--- src/rtl/input_conditioner.sv ---
`timescale 1ns/1ps
// input_conditioner: 2-flop synchronizers plus a tick-paced saturating debouncer for switches and buttons.
// Define INPUT_COND_EDGE_EN to build the registered btn_rise/btn_fall pulses (tied to 0 otherwise).
module input_conditioner #(
   parameter int SW_W       = 16,
   parameter int BTN_W      = 5,
   parameter int TICK_DIV   = 50000,
   parameter int DB_SAMPLES = 4
) (
   input  logic             clk,
   input  logic             rst,
   input  logic [SW_W-1:0]  sw,
   input  logic [BTN_W-1:0] btn,
   output logic [SW_W-1:0]  sw_db,
   output logic [BTN_W-1:0] btn_db,
   output logic [BTN_W-1:0] btn_rise,
   output logic [BTN_W-1:0] btn_fall,
   output logic             tick
);
   localparam int ALL_W = SW_W + BTN_W;
   localparam int DIV_W = $clog2(TICK_DIV);
   localparam int CNT_W = (DB_SAMPLES > 1) ? $clog2(DB_SAMPLES) : 1;
   localparam logic [DIV_W-1:0] DIV_LAST = DIV_W'(TICK_DIV - 1);
   localparam logic [CNT_W-1:0] CNT_LAST = CNT_W'(DB_SAMPLES - 1);

   logic [ALL_W-1:0] s1, s2, stable, flip;
   logic [DIV_W-1:0] div_cnt;
   logic [CNT_W-1:0] cnt [ALL_W];

   // Switches occupy the low bits, buttons the high bits, of every per-bit vector.
   always_ff @(posedge clk or negedge rst) begin
      if (!rst) begin
         s1 <= '0;
         s2 <= '0;
      end else begin
         // NOTE: non-blocking so s2 takes the old s1, giving two real flop stages.
         s1 <= {btn, sw};
         s2 <= s1;
      end
   end

   always_ff @(posedge clk or negedge rst) begin
      if (!rst)
         div_cnt <= '0;
      else if (div_cnt == DIV_LAST)
         div_cnt <= '0;
      else
         div_cnt <= div_cnt + 1'b1;
   end

   assign tick = (div_cnt == DIV_LAST);

   always_comb begin
      // NOTE: default assignment first so no path leaves flip unassigned and infers a latch.
      flip = '0;
      for (int i = 0; i < ALL_W; i++)
         flip[i] = tick && (s2[i] != stable[i]) && (cnt[i] == CNT_LAST);
   end

   always_ff @(posedge clk or negedge rst) begin
      if (!rst) begin
         stable <= '0;
         // NOTE: cnt is a bank of flops, not a RAM, so every entry is cleared to discard partial counts.
         for (int i = 0; i < ALL_W; i++)
            cnt[i] <= '0;
      end else if (tick) begin
         stable <= stable ^ flip;
         for (int i = 0; i < ALL_W; i++) begin
            if ((s2[i] == stable[i]) || flip[i])
               cnt[i] <= '0;
            else
               cnt[i] <= cnt[i] + 1'b1;
         end
      end
   end

   assign sw_db  = stable[SW_W-1:0];
   assign btn_db = stable[ALL_W-1:SW_W];

`ifdef INPUT_COND_EDGE_EN
   logic [BTN_W-1:0] btn_flip, btn_new;

   // On a flip the new level is s2, so the pulse lands on the same edge as btn_db.
   assign btn_flip = flip[ALL_W-1:SW_W];
   assign btn_new  = s2[ALL_W-1:SW_W];

   always_ff @(posedge clk or negedge rst) begin
      if (!rst) begin
         btn_rise <= '0;
         btn_fall <= '0;
      end else begin
         btn_rise <= btn_flip & btn_new;
         btn_fall <= btn_flip & ~btn_new;
      end
   end
`else
   assign btn_rise = '0;
   assign btn_fall = '0;
`endif

endmodule
--- config.mk ---
export PLATFORM = sky130hd
export DESIGN_NAME = input_conditioner
export DESIGN_NICKNAME = d
export VERILOG_FILES = /design/src/rtl/input_conditioner.sv
export SDC_FILE = /design/constraint.sdc
export NUM_CORES = 1
export LEC_CHECK = 0
export CAP_MARGIN = 20
export CELL_PAD_IN_SITES_DETAIL_PLACEMENT = 1
export CELL_PAD_IN_SITES_GLOBAL_PLACEMENT = 1
export CORE_AREA = 2 2 110 112
export DETAILED_ROUTE_END_ITERATION = 6
export DIE_AREA = 0 0 112 114
export PLACE_DENSITY = 0.74
export REMOVE_ABC_BUFFERS = 1
export SLEW_MARGIN = 0
export SYNTH_ARGS = -nofsm -noshare
export SYNTH_HDL_FRONTEND = slang
export SYNTH_SLANG_ARGS = --single-unit
--- constraint.sdc ---
create_clock -name clk -period 2.8 [get_ports clk]
set_input_delay 0.7 -clock clk [delete_from_list [all_inputs] [get_ports clk]]
set_output_delay 0.7 -clock clk [all_outputs]
set_load 0.05 [all_outputs]
* Word-level counts from Yosys, hierarchy flattened
Index checks and enable logic that the tools add are counted.
** Storage, ports and cells
- Register bits :: 121
- Logic and storage cells :: 197
** Cells by class
- Add/subtract/negate cells :: 22
- Eq/ne operators :: 64
- Mux-type cells :: 22
- Bitwise operators :: 1
- Reduce and logical (&&, ||, !) cells :: 63
** Operators by type and width (count)
- adder 2 x 1 -> 2 bit (second input constant) :: 21
- equality test 2 bit (second input constant) :: 21
- logical AND 1 bit :: 42
- 2-to-1 mux 2 bit :: 21
- equality test 1 bit :: 21
- logical OR 1 bit :: 21
- != test 1 bit :: 21
- bitwise XOR 21 bit :: 1
- adder 16 x 1 -> 16 bit (second input constant) :: 1
- equality test 16 bit (second input constant) :: 1
- 2-to-1 mux 16 bit :: 1

* Depth between registers and ports, before layout
Gate-level depths: netlist of run 1.
- Word-level depth :: 5
- Mapped depth :: 7

* Worst setup path after synthesis of run 1
OpenSTA, ideal clock, no wires.
- Path type :: reg-to-output
- Start point :: reg div_cnt[7]
- End point :: out tick
- Arrival time :: 1.729 ns
- Data required time :: 2.100 ns
- Setup slack :: 0.371 ns
- Cell stages (with the launch flop) :: 5
- Path buffers :: 1
- Cells stage by stage :: dfrtp_1 > or4b_1 > or4_4 > inv_2 > buf_2
** Between the ends
- Cells in the longest elaborated chain, start to end :: 1
** Ends and longest elaborated chain
- start: declaration :: RTL line 27 : logic [DIV_W-1:0] div_cnt;
- start signal: assignment :: RTL line 48 : div_cnt <= div_cnt + 1'b1;
- equality test 16 bit :: RTL line 51 : assign tick = (div_cnt == DIV_LAST);
- end: declaration :: RTL line 18 : output logic tick
No other way between the ends.

* Final worst setup path of run 1
- Start point :: reg div_cnt[11]
- End point :: out tick
Same word-level chain as after synthesis.

==> run metrics, run 1 <==
Synth top area share=0.597; placed inst area=0.00566 mm2; drt via density=5.13; post-route cell area=0.00626 mm2; global-route wire length before repair=17300 um; largest net degree at the start of global routing=65; Synth Area in Compound Gates=0.0669; Reg clk slew, reported paths=~0.050 ns; Post-Syn Area=roughly 0.0051 mm2; DR vias=approximately 3.2k; starting density of the core=0.433; mux cell area share after synthesis=0.0467; register area share after synthesis=0.597; most frequent cell after synthesis=dfrtp_1; Max Root-Sink Buffers=2; final hold violation count=0; Worst-Skew Late Latency=around 0.42 ns; worst hold-check path type=in2async; Max Cap Violations=0; Iter 0 DRT Violations=129; Max Slew Vio Count=0; Yosys reg bits=between 100 and 150; mean post-synth cell area=12.3 um2; Die Y=114 um; adder-cell share of the synthesized area=0.0543; dpl hpwl=6590 um; Tmin final=2.72 ns; clk sinks=121; Crit path arrival time=2.02 ns; largest family of logic cells by synthesized area=simple AND/OR/NAND/NOR gates; TritonRoute pass-1 iters=4; RSZ-0062 raised after global routing=false; WL/cell=15.6 um; Layout Utilization=0.534; synth unique cells=35; CP Max Fanout=5; final net count=518; CTS H-tree depth=4; Setup Viol. Count Final=0; TritonCTS clock tree=yes; initial antenna violation count=0; total CTS buffers=17; simple logic cell fraction of the synthesized area=0.145; warnings from Yosys=0; Core Region=between 0.01 and 0.015 mm2; cell taking the most area after synthesis=dfrtp_1; predominant post-synthesis flop cell=dfrtp_1; fmax=368 MHz; Worst EP required=2.10 ns; CTS root buf=clkbuf_16; FFs w/ async S/R, synth=1.00; DRT antenna net count=0; Congestion Overflow GR=0; total placed cells including tap cells=600; Mapped Cells=413; top post-synthesis cells by area=dfrtp_1 60%, nand2_1 6.5%, o41ai_2 5.5%, ha_1 5.4%, xnor2_1 4.7%; Hold Buf Count CTS=0; CP Class=reg2out; die footprint=0.0128 mm2; WHS=around 0.28 ns; crit end category=primary output; WL final=~9900 um; Top Ports=55; Cell Pwr Density=between 600 and 700 mW/mm2; antenna cell count=0; vias in the first global route=3544; # rows=40; Synth Area in XOR/XNOR=0.0570; startpoint types=flip-flop; Die W=112 um; DRC viols=0; all-layer global routing usage=0.177; area grow syn2layout=23.5%; leak pwr=3.05 nW; Peak VDD IR=about 0.41 mV; share of cells above drive strength 1=0.163; top cells by count, synth=121 x dfrtp_1, 88 x nand2_1, 31 x nor2_1; Port Buffers=44; Worst Tran Pin Value=~0.75 ns; Slew headroom=0.499; GPL Wtd Cong=0.797; Post-synth EDFFs=0; Clock Skew=between 0.005 and 0.006 ns; outcome=finished, final reports clean; Final Non-Filler Cells=roughly 630; period utilization=0.971
-- kinds of logic after synthesis --
kind of cell | count (synthesis)
flip-flops | 121
AND/OR/NAND/NOR | 165
buffers and inverters | 25
multiplexers | 21
XOR/XNOR | 33
adder cells (fa/ha/maj) | 22
AO/OA/AOI/OAI | 25
other | 1
-- worst max-delay path, stage by stage, from the launching register on --
cell     delay (ns)
dfrtp_1        0.42
or4b_1         0.50
or4_4          0.43
inv_2          0.10
buf_12         0.14
-- path summary, 6_finish.rpt --
check	start	depth (start not counted)	slack [ns]	to
max	div_cnt[11]$_DFF_PN0_	4	0.08	tick
max reg2reg	div_cnt[11]$_DFF_PN0_	4	0.51	cnt[0]$_DFFE_PN0P_
min reg2reg	s1[14]$_DFF_PN0_	0	0.34	s2[14]$_DFF_PN0_
max in group asynchronous	rst	2	1.80	s2[11]$_DFF_PN0_
min	rst	1	0.28	cnt[20]$_DFFE_PN0P_
min in group clk	s1[14]$_DFF_PN0_	0	0.34	s2[14]$_DFF_PN0_
-- layer usage --
metal | routed length [um] | global-route usage | part of all wire | vias to the layer above
met2 | 4990 | 0.293 | 0.50 | 57
met1 | 4330 | 0.211 | 0.44 | 1664
li1 | - | - | - | 1512
met3 | 424 | 0.0680 | 0.043 | 15
met5 | 0 | 0 | 0 | -
met4 | 157 | 0.0683 | 0.016 | 0
-- cells in the final DEF, fill, tap and decap left out, drive strengths merged, types with 12 or more instances in the layout --
cell type,n
ha,22
dfrtp,121
nand2,88
nand3,27
o41ai,21
mux2,21
buf,12
clkbuf,24
nor2,31
clkdlybuf4s50,42
xnor2,27
-- through the flow --
stage	total power [mW]	setup WS (ns)	setup TNS (ns)
3_5_place_dp	1.96	0.464	0
5_1_grt	4.21	0.00155	0
6_report	4.05	0.0817	0
4_1_cts	4.11	0.0145	0
3_3_place_gp	1.95	0.498	0
2_1_floorplan	1.87	-0.0379	-0.0379
-- area by class of cell --
type                    instances  area [um2]
inverters                       3        11.3
well taps                     147         184
clock inverters                 8        92.6
flip-flops and latches        121        3030
fillers                      1236        5450
clock buffers                  24         492
multi-input cells             276        1930
repair buffers                 54         523
-- flip-flops by register name (all words and copies together) (netlist names) --
register  count
cnt          42
s1           21
s2           21
div_cnt      16
stable       21
-- where the power goes --
group / total [mW] / leakage, nW / switching, mW / internal [mW]
Clock: 2.12 / 0.290 / 0.731 / 1.39
Sequential: 1.80 / 1.58 / 0.0149 / 1.78
Combinational: 0.126 / 1.18 / 0.0827 / 0.0428
-- timing repair --
item	CTS	global route
setup endpoints to repair	0	1
buffers inserted	0	1
gates resized for setup	0	1
Power figures use the tool's default switching activity.
==> run 2: changes to the inputs <==
--- a/config.mk
+++ b/config.mk
@@ -8,10 +8,11 @@
 export CAP_MARGIN = 20
 export CELL_PAD_IN_SITES_DETAIL_PLACEMENT = 1
 export CELL_PAD_IN_SITES_GLOBAL_PLACEMENT = 1
-export CORE_AREA = 2 2 110 112
+export CORE_AREA = 5 5 113 115
 export DETAILED_ROUTE_END_ITERATION = 6
-export DIE_AREA = 0 0 112 114
+export DIE_AREA = 0 0 118 120
 export PLACE_DENSITY = 0.74
+export RECOVER_POWER = 25
 export REMOVE_ABC_BUFFERS = 1
 export SLEW_MARGIN = 0
 export SYNTH_ARGS = -nofsm -noshare
==> run 2 against run 1 <==
  * Critical path depth is the same
  * Utilization grew 0.14 points
  * Via count shrank 1.8%
  * Largest cell class unchanged
==> run metrics, run 2 (synthesis gave the netlist of run 1 again) <==
drt via density=5.08 (-1.0%); initial antenna violation count=0 (unchanged); all-layer global routing usage=0.154 (-0.0231); global-route wire length before repair=17300 um (-0.36%); Crit path buffers/inverters=2 (unchanged); Top Ports=55 (unchanged); CTS root buf=clkbuf_16; TritonCTS clock tree=yes; TritonRoute pass-1 iters=6 (+2); commonest non-fill, non-tap cell in the layout=dfrtp_1; Max Root-Sink Buffers=2 (unchanged); Die Y=120 um (+5.3%); Congestion Overflow GR=0 (unchanged); DR vias=3190 (-1.8%); Largest register FFs=42 (unchanged); leak pwr=3.05 nW (about the same); largest net degree at the start of global routing=65 (unchanged); Largest stage delay, worst path=0.51 ns (about the same); FF+latch area=0.00303 mm2 (unchanged); die footprint=0.0142 mm2 (+11%); WHS=0.344 ns (+0.0590 ns); DRT antenna net count=0 (unchanged); final hold violation count=0 (unchanged); most frequent cells in the layout=121 x dfrtp_1, 88 x nand2_1, 31 x nor2_1; period utilization=0.966 (-0.00479); Hold Buf Count CTS=0 (unchanged); startpoint types=flip-flop; worst hold stages=0; Core Region=0.0117 mm2 (unchanged); CP Class=reg2out; # rows=40 (unchanged); Worst-Skew Late Latency=0.41 ns (about the same); Reg2Reg Depth=4 (unchanged); CP Cell Sequence=or4b_1 -> or4_4 -> inv_2 -> buf_12; Die W=118 um (+5.4%); Worst path depth=4 (unchanged); starting density of the core=0.433 (unchanged); crit end category=primary output; Cell Pwr Density=656 mW/mm2 (+1.5%); largest register by flop count=cnt; CP Max Fanout=5 (unchanged); vias in the first global route=3592 (+1.4%); Worst EP required=2.10 ns (about the same); Max Slew Vio Count=0 (unchanged); WL/cell=15.9 um (+1.4%); antenna cell count=0 (unchanged); Clock Skew=0.0103 ns (+0.00519 ns); Port Buffers=44 (unchanged); Layout Utilization=0.536 (+0.00139); Setup Viol. Count Final=0 (unchanged); Peak VDD IR=0.552 mV (+33%); Critical-path top delay cell=or4b_1; Slew headroom=0.127 (-0.371); post-route cell area=0.00627 mm2 (+0.26%); Max Cap Violations=0 (unchanged); outcome=finished, final reports clean; dpl hpwl=6570 um (-0.30%); delay-heaviest family, CP=simple AND/OR/NAND/NOR gates; GPL Wtd Cong=0.796 (-0.10%); area grow syn2layout=23.8%; share of cells above drive strength 1=0.158 (-0.00455); final net count=514 (-0.77%); fmax=370 MHz (+0.50%); RSZ-0062 raised after global routing=false; Tmin final=2.70 ns (-0.0134 ns); clk sinks=121 (unchanged); filler instances=1202 (-2.8%); WL final=9960 um (+0.61%); footprint of the multi-input gates=0.00193 mm2 (+0.13%); Worst Tran Pin Value=1.31 ns (+0.557 ns); PnR Total Power=4.12 mW (+1.8%); Iter 0 DRT Violations=130 (+0.78%); CTS H-tree depth=4 (unchanged); worst hold-check path type=reg2reg; placed inst area=0.00566 mm2 (about the same); total CTS buffers=17 (unchanged); setup TNS=0 ns (unchanged); DRC viols=0 (unchanged); Reg clk slew, reported paths=0.05 ns (about the same); Crit path arrival time=2.00 ns (-0.02 ns)
run 2: changes by cell type in the layout (fill, tap and decap cells not counted), sizes merged:
| cell | change |
|---|---|
| clkdlybuf4s50 | -21 |
| buf | -5 |
| dlygate4sd3 | +21 |
| bufinv | +1 |
| clkinv | -1 |
run 2: what timing repair did:
action | in CTS | in global routing
setup endpoints to repair | 1 | 1
setup buffers | 0 | 1
gates resized for setup | 1 | 1
endpoints found under the hold margin | 0 | 0
run 2: layout make-up:
cell class              instances  share of cell area
clock buffers                  23              0.0778
clock inverters                 8              0.0187
inverters                       3             0.00179
multi-input cells             276               0.308
flip-flops and latches        121               0.483
well taps                     147              0.0293
repair buffers                 50              0.0822
run 2: worst paths after layout:
check                                        end  slack [ns]                   from
max                                         tick         0.1  div_cnt[11]$_DFF_PN0_
min                             s2[11]$_DFF_PN0_        0.34       s1[11]$_DFF_PN0_
max reg2reg                   cnt[2]$_DFFE_PN0P_        0.51  div_cnt[11]$_DFF_PN0_
min reg2reg                     s2[11]$_DFF_PN0_        0.34       s1[11]$_DFF_PN0_
max in group asynchronous  div_cnt[15]$_DFF_PN0_        1.39                    rst
min in group asynchronous       s2[11]$_DFF_PN0_        0.59                    rst
run 2: routing by layer:
metal  part of all wire  wire length, um  global-route usage  vias to the layer above
met3              0.040              395              0.0594                        8
li1                   -                -                   -                     1504
met5                  0                0                   0                        -
met4             0.0086               86              0.0487                        0
met1               0.43             4260               0.175                     1630
met2               0.52             5220               0.266                       48
run 2: through the flow:
stage	instances	setup slack, ns
3_3_place_gp	596	0.506
3_5_place_dp	596	0.412
4_1_cts	627	0.0429
5_1_grt	628	0.0102
6_report	628	0.0952
2_1_floorplan	400	-0.0379
run 2: worst register-to-register path, delay by kind of cell (launching register included):
kind,cells,cell delay (ns)
compound gates,1,0.45
simple gates,2,0.94
flops,1,0.42
buf+inv,1,0.36
run 2: power by group:
| group | switching (mW) | total, mW | internal [mW] |
|---|---|---|---|
| logic | 0.0833 | 0.121 | 0.0380 |
| registers | 0.0149 | 1.80 | 1.78 |
| clock network | 0.718 | 2.20 | 1.48 |
